===== src/rtl/muldiv_pkg.sv =====
// Shared encodings for the RV32M multiply/divide execute unit.
package muldiv_pkg;

    localparam logic [2:0] F3_MUL    = 3'b000;
    localparam logic [2:0] F3_MULH   = 3'b001;
    localparam logic [2:0] F3_MULHSU = 3'b010;
    localparam logic [2:0] F3_MULHU  = 3'b011;
    localparam logic [2:0] F3_DIV    = 3'b100;
    localparam logic [2:0] F3_DIVU   = 3'b101;
    localparam logic [2:0] F3_REM    = 3'b110;
    localparam logic [2:0] F3_REMU   = 3'b111;

    typedef enum logic [1:0] {
        ST_IDLE,
        ST_CALC,
        ST_FIX,
        ST_DONE
    } state_e;

endpackage


===== src/rtl/rv_muldiv_unit_step.sv =====
// One iteration of the datapath: BITS_PER_CYCLE shift-add (multiply) or
// restoring trial-subtract (divide) steps on a {hi, lo} accumulator.
module rv_muldiv_unit_step #(
    parameter int unsigned XLEN           = 32,
    parameter int unsigned BITS_PER_CYCLE = 1
) (
    input  logic                is_div_i,
    input  logic [2*XLEN-1:0]   acc_i,
    input  logic [XLEN-1:0]     operand_i,
    output logic [2*XLEN-1:0]   acc_o
);

    logic [2*XLEN-1:0] a;
    logic [XLEN:0]     sum;
    logic [2*XLEN:0]   sh;

    always_comb begin
        a   = acc_i;
        sum = '0;
        sh  = '0;
        for (int i = 0; i < BITS_PER_CYCLE; i++) begin
            if (is_div_i) begin
                // hi holds the partial remainder, lo the dividend shifting into quotient bits
                sh  = {a, 1'b0};
                sum = sh[2*XLEN:XLEN] - {1'b0, operand_i};
                if (!sum[XLEN]) begin
                    a = {sum[XLEN-1:0], sh[XLEN-1:1], 1'b1};
                end else begin
                    a = sh[2*XLEN-1:0];
                end
            end else begin
                sum = {1'b0, a[2*XLEN-1:XLEN]} + (a[0] ? {1'b0, operand_i} : '0);
                a   = {sum, a[XLEN-1:1]};
            end
        end
        acc_o = a;
    end

endmodule


===== src/rtl/rv_muldiv_unit.sv =====
// Iterative M-extension execute unit: sign handling, FSM, iteration counter
// and the final sign-correction / word-select stage.
module rv_muldiv_unit
    import muldiv_pkg::*;
#(
    parameter int unsigned XLEN           = 32,
    parameter int unsigned BITS_PER_CYCLE = 1
) (
    input  logic            CLK,
    input  logic            RESET,
    input  logic            START,
    input  logic [2:0]      FUNCT3,
    input  logic [XLEN-1:0] OPERAND_A,
    input  logic [XLEN-1:0] OPERAND_B,
    input  logic            FLUSH,
    output logic            BUSY,
    output logic            DONE,
    output logic [XLEN-1:0] RESULT
);

    localparam int unsigned N     = XLEN / BITS_PER_CYCLE;
    localparam int unsigned CNT_W = $clog2(N + 1);
    localparam logic [XLEN-1:0] MOST_NEG = {1'b1, {(XLEN-1){1'b0}}};

    state_e              state_q, state_d;
    logic [2:0]          f3_q, f3_d;
    logic [2*XLEN-1:0]   acc_q, acc_d, acc_step;
    logic [XLEN-1:0]     opnd_q, opnd_d;
    logic [XLEN-1:0]     result_q, result_d;
    logic [CNT_W-1:0]    cnt_q, cnt_d;
    logic                neg_quo_q, neg_quo_d, neg_rem_q, neg_rem_d;
    logic                fast_q, fast_d;

    logic                a_signed, b_signed, neg_a, neg_b, div_zero, div_ovf;
    logic [XLEN-1:0]     mag_a, mag_b, special_res;
    logic [2*XLEN-1:0]   prod;
    logic [XLEN-1:0]     quo, rem, fix_res;

    assign a_signed = (FUNCT3 == F3_MULH) || (FUNCT3 == F3_MULHSU) ||
                      (FUNCT3 == F3_DIV)  || (FUNCT3 == F3_REM);
    assign b_signed = (FUNCT3 == F3_MULH) || (FUNCT3 == F3_DIV) || (FUNCT3 == F3_REM);
    assign neg_a    = a_signed && OPERAND_A[XLEN-1];
    assign neg_b    = b_signed && OPERAND_B[XLEN-1];
    assign mag_a    = neg_a ? -OPERAND_A : OPERAND_A;
    assign mag_b    = neg_b ? -OPERAND_B : OPERAND_B;
    assign div_zero = FUNCT3[2] && (OPERAND_B == '0);
    assign div_ovf  = ((FUNCT3 == F3_DIV) || (FUNCT3 == F3_REM)) &&
                      (OPERAND_A == MOST_NEG) && (OPERAND_B == '1);
    // FUNCT3[1] separates REM/REMU from DIV/DIVU
    assign special_res = div_zero ? (FUNCT3[1] ? OPERAND_A : '1)
                                  : (FUNCT3[1] ? '0 : OPERAND_A);

    assign prod = neg_quo_q ? -acc_q : acc_q;
    assign quo  = neg_quo_q ? -acc_q[XLEN-1:0] : acc_q[XLEN-1:0];
    assign rem  = neg_rem_q ? -acc_q[2*XLEN-1:XLEN] : acc_q[2*XLEN-1:XLEN];

    always_comb begin
        fix_res = acc_q[XLEN-1:0];
        if (!fast_q) begin
            case (f3_q)
                F3_MUL:                       fix_res = prod[XLEN-1:0];
                F3_MULH, F3_MULHSU, F3_MULHU: fix_res = prod[2*XLEN-1:XLEN];
                F3_DIV, F3_DIVU:              fix_res = quo;
                default:                      fix_res = rem;
            endcase
        end
    end

    rv_muldiv_unit_step #(
        .XLEN           (XLEN),
        .BITS_PER_CYCLE (BITS_PER_CYCLE)
    ) u_step (
        .is_div_i  (f3_q[2]),
        .acc_i     (acc_q),
        .operand_i (opnd_q),
        .acc_o     (acc_step)
    );

    always_comb begin
        state_d   = state_q;
        f3_d      = f3_q;
        acc_d     = acc_q;
        opnd_d    = opnd_q;
        cnt_d     = cnt_q;
        neg_quo_d = neg_quo_q;
        neg_rem_d = neg_rem_q;
        fast_d    = fast_q;
        result_d  = result_q;
        case (state_q)
            ST_IDLE, ST_DONE: begin
                state_d = ST_IDLE;
                if (START && !FLUSH) begin
                    f3_d      = FUNCT3;
                    opnd_d    = mag_b;
                    neg_quo_d = neg_a ^ neg_b;
                    neg_rem_d = neg_a;
                    cnt_d     = CNT_W'(N);
                    fast_d    = div_zero || div_ovf;
                    if (div_zero || div_ovf) begin
                        acc_d   = {{XLEN{1'b0}}, special_res};
                        state_d = ST_FIX;
                    end else begin
                        acc_d   = {{XLEN{1'b0}}, mag_a};
                        state_d = ST_CALC;
                    end
                end
            end
            ST_CALC: begin
                if (FLUSH) begin
                    state_d = ST_IDLE;
                end else begin
                    acc_d = acc_step;
                    cnt_d = cnt_q - CNT_W'(1);
                    if (cnt_q == CNT_W'(1)) begin
                        state_d = ST_FIX;
                    end
                end
            end
            ST_FIX: begin
                if (FLUSH) begin
                    state_d = ST_IDLE;
                end else begin
                    result_d = fix_res;
                    state_d  = ST_DONE;
                end
            end
            default: state_d = ST_IDLE;
        endcase
    end

    always_ff @(posedge CLK or negedge RESET) begin
        if (!RESET) begin
            state_q   <= ST_IDLE;
            f3_q      <= '0;
            acc_q     <= '0;
            opnd_q    <= '0;
            cnt_q     <= '0;
            neg_quo_q <= 1'b0;
            neg_rem_q <= 1'b0;
            fast_q    <= 1'b0;
            result_q  <= '0;
        end else begin
            state_q   <= state_d;
            f3_q      <= f3_d;
            acc_q     <= acc_d;
            opnd_q    <= opnd_d;
            cnt_q     <= cnt_d;
            neg_quo_q <= neg_quo_d;
            neg_rem_q <= neg_rem_d;
            fast_q    <= fast_d;
            result_q  <= result_d;
        end
    end

    assign BUSY   = (state_q == ST_CALC) || (state_q == ST_FIX);
    assign DONE   = (state_q == ST_DONE);
    assign RESULT = result_q;

endmodule


===== config.mk =====
export PLATFORM = sky130hd
export DESIGN_NAME = rv_muldiv_unit
export DESIGN_NICKNAME = d
export VERILOG_FILES = /design/src/rtl/muldiv_pkg.sv /design/src/rtl/rv_muldiv_unit_step.sv /design/src/rtl/rv_muldiv_unit.sv
export SDC_FILE = /design/constraint.sdc
export NUM_CORES = 1
export LEC_CHECK = 0
export CAP_MARGIN = 5
export CORE_MARGIN = 1
export CORE_UTILIZATION = 50
export CTS_BUF_LIST = sky130_fd_sc_hd__clkbuf_16
export DETAILED_ROUTE_END_ITERATION = 8
export HOLD_SLACK_MARGIN = 0.15
export PLACE_DENSITY = 0.69
export SLEW_MARGIN = 20
export SYNTH_ARGS = -nofsm -noshare
export SYNTH_HDL_FRONTEND = slang
export SYNTH_HIERARCHICAL = 1
export SYNTH_SLANG_ARGS = --single-unit

===== constraint.sdc =====
create_clock -name CLK -period 3.75 [get_ports CLK]
set_clock_uncertainty 0.2 [all_clocks]
set_input_delay 0.5625 -clock CLK [delete_from_list [all_inputs] [get_ports CLK]]
set_output_delay 0.5625 -clock CLK [all_outputs]
set_load 0.02 [all_outputs]

==> metrics.txt <==
non-filler cells, final=2523; Placer Congestion=between 1 and 1.5; Vias=16472; Synth cell types=88; CORE AREA=0.0296 mm2; layout cells sized above 1=10.4%; vias in the first global route=15059; die height=175 um; status=completed; die area=approximately 0.031 mm2; final setup violating endpoints=0; Layout area overhead=17.3%; Syn Inst Count=approximately 2000; average wire per cell in the routed design=21.6 um; Port Buffers=approximately 100; Gate power share=a little over two thirds; row count=63; largest net degree at the start of global routing=62; fin crit share=96.8%; top cell type's share of synthesized area=23.7%; Initial Utilization=50.8%; Ys Warns=6; Die X=between 150 and 200 um; CTS root buf=clkbuf_16; fin util=59.6%; count leader, synth=nand2_1; nets@finish=2267; Highest Clock Rate=~280 MHz; sw frac=53.2%; DP Wirelength=40900 um; CTS tree=yes; Max Root-Sink Buffers=2; Placed Area=about 0.017 mm2; wirelength, routed=roughly 55000 um; Post-synth top cells=246 x nand2_1, 164 x o21ai_0, 146 x a21oi_1; placed cell count=2489; Remaining Overflow, GRT=0; Mapped Nets=2158; via/cell ratio=6.53; Slew Limit Fails=0; ys async rst share=100%; power share of the clock group=slightly above 10%; Tightest Hold Check Type=flop to flop; worst-margin pin slew=1.06 ns; Detailed Route Iter0 Violations=2146; Int Pwr=~8.0 mW; critical path data arrival time=about 3.8 ns; number of synthesized flops with an enable pin=0; Max-Cap Viols=0; Req. time, crit path=3.89 ns; Main synth FF type=dfrtp_1; number of I/O pins=between 100 and 150; area leader, netlist=dfrtp_1; GRT Total Usage=between 30 and 40%; Tmin final=3.63 ns; share of power burned in registers=19.0%; post-synthesis sequential area ratio=23.7%; drt pass-1 iters=6; initial antenna violation count=0; PD cells=around 1000 mW/mm2; top cells by area, synth=dfrtp_1 24%, ha_1 6.2%, nand2_1 6.2%; CP Max Fanout=15; leak pwr=7.40 nW; Hold Slack=between 0.2 and 0.3 ns; Mean Syn Cell Area=approximately 7.5 um2; H-Tree Depth=4; CTS sink cnt=142; DRT antenna net count=0; VDD IR max=0.561 mV; ant diodes=0; Worst Setup Start Kind=flop; clock insertion delay at the later pin of the skew report=0.44 ns; total CTS buffers=17; WS Path Type=flop to flop; Synth Register Bits=142; headroom to the max-slew limit=~30%; post-route cell area=between 0.015 and 0.02 mm2; sw power=approximately 9.1 mW; Hold Vio Cnt, Final=0; first-pass GRT wire length=around 85000 um; Mapped Area=0.0150 mm2; DRC=0; endpoint class of the critical path=flop; Clk pin slew, worst setup/hold paths=0.07 ns
placed cells by master, fill, tap and decap left out, drive strengths merged, types with 34 or more instances in the layout:
master,count
or3,38
a31oi,59
buf,120
clkdlybuf4s50,103
nand3,86
nor2,142
nor3,34
xor2,62
a21oi,149
and2,43
inv,81
ha,74
xnor2,100
dfrtp,142
o21ai,170
nand2,246
nor4,35
layout make-up:
type / instances / area (um2)
clock buffers: 17 / 425
clock inverters: 15 / 160
fillers: 2766 / 12000
inverters: 75 / 282
multi-input cells: 1660 / 10700
flip-flops and latches: 142 / 3560
well taps: 390 / 488
repair buffers: 224 / 2020
metrics by stage:
step,setup WS (ns),power (mW),TNS [ns]
after floorplan,0.392,11.0,0
after global placement,0.0756,14.7,0
after detailed placement,0.0103,14.9,0
after CTS,0.00274,16.7,0
after global routing,-0.0144,18.2,-0.0144
final,0.120,17.2,0
critical path, cell delays in order (launching register included):
cell and delay [ns]:
dfrtp_1 0.46, ha_1 0.25, fa_1 0.39, nand2b_1 0.21
a21oi_2 0.19, o21ai_2 0.11, o21ai_2 0.25, a31oi_4 0.15
a21oi_4 0.28, xor2_4 0.29, buf_12 0.20, mux2i_1 0.25
mux2i_1 0.12, nand3_1 0.09, nand2_1 0.06
cells by family after synthesis:
group	after synthesis	share of synthesized area [%]
simple gates	776	25.9
compound gates	589	24.9
buf+inv	209	5.40
xor+xnor	162	9.63
flops	142	23.7
fa+ha+maj	76	6.43
mux	57	4.07
registers in the layout, summed over array words and instances (netlist names):
signal,cells
RESULT,32
cnt_q,6
f3_q,3
neg_quo_q,1
state_q,2
fast_q,1
neg_rem_q,1
opnd_q,32
acc_q,64
what timing repair did:
| item | in CTS | in global routing |
|---|---|---|
| hold buffers | 1 | 0 |
| endpoints found under the setup margin | 0 | 32 |
| gates resized for setup | 0 | 11 |
| buffers inserted | 0 | 1 |
| endpoints found under the hold margin | 58 | 0 |
layer usage:
metal  share of wire, %  routed length (um)  vias to the layer above  GRT usage [%]
met3                9.7                5280                      124           5.78
met1                 45               24300                     7833           51.5
met4                3.2                1760                        0           13.5
met2                 43               23200                      948           52.2
met5                  0                   0                        -              0
li1                   -                   -                     7567              -
power by group through the flow:
stage | Sequential, mW | Clock, mW | Combinational (mW)
floorplan | 3.02 | 0 | 8.01
global placement | 3.21 | 0 | 11.5
detailed placement | 3.23 | 0 | 11.6
CTS | 3.21 | 1.79 | 11.7
global route | 3.33 | 1.86 | 13.0
finish | 3.27 | 1.78 | 12.1
path summary, 6_finish.rpt:
check / slack (ns) / cells past startpoint / start / endpoint
hold / removal: 0.27 / 2 / RESULT[2]$_DFFE_PN0P_ / RESULT[2]$_DFFE_PN0P_
max in group asynchronous: 2.09 / 3 / RESET / opnd_q[18]$_DFFE_PN0P_
hold reg to reg: 0.27 / 2 / RESULT[2]$_DFFE_PN0P_ / RESULT[2]$_DFFE_PN0P_
min in group asynchronous: 0.47 / 2 / RESET / RESULT[6]$_DFFE_PN0P_
setup / recovery: 0.12 / 14 / opnd_q[0]$_DFFE_PN0P_ / acc_q[54]$_DFFE_PN0P_
setup reg to reg: 0.12 / 14 / opnd_q[0]$_DFFE_PN0P_ / acc_q[54]$_DFFE_PN0P_
Note: power is estimated with default switching activity, not from simulation.
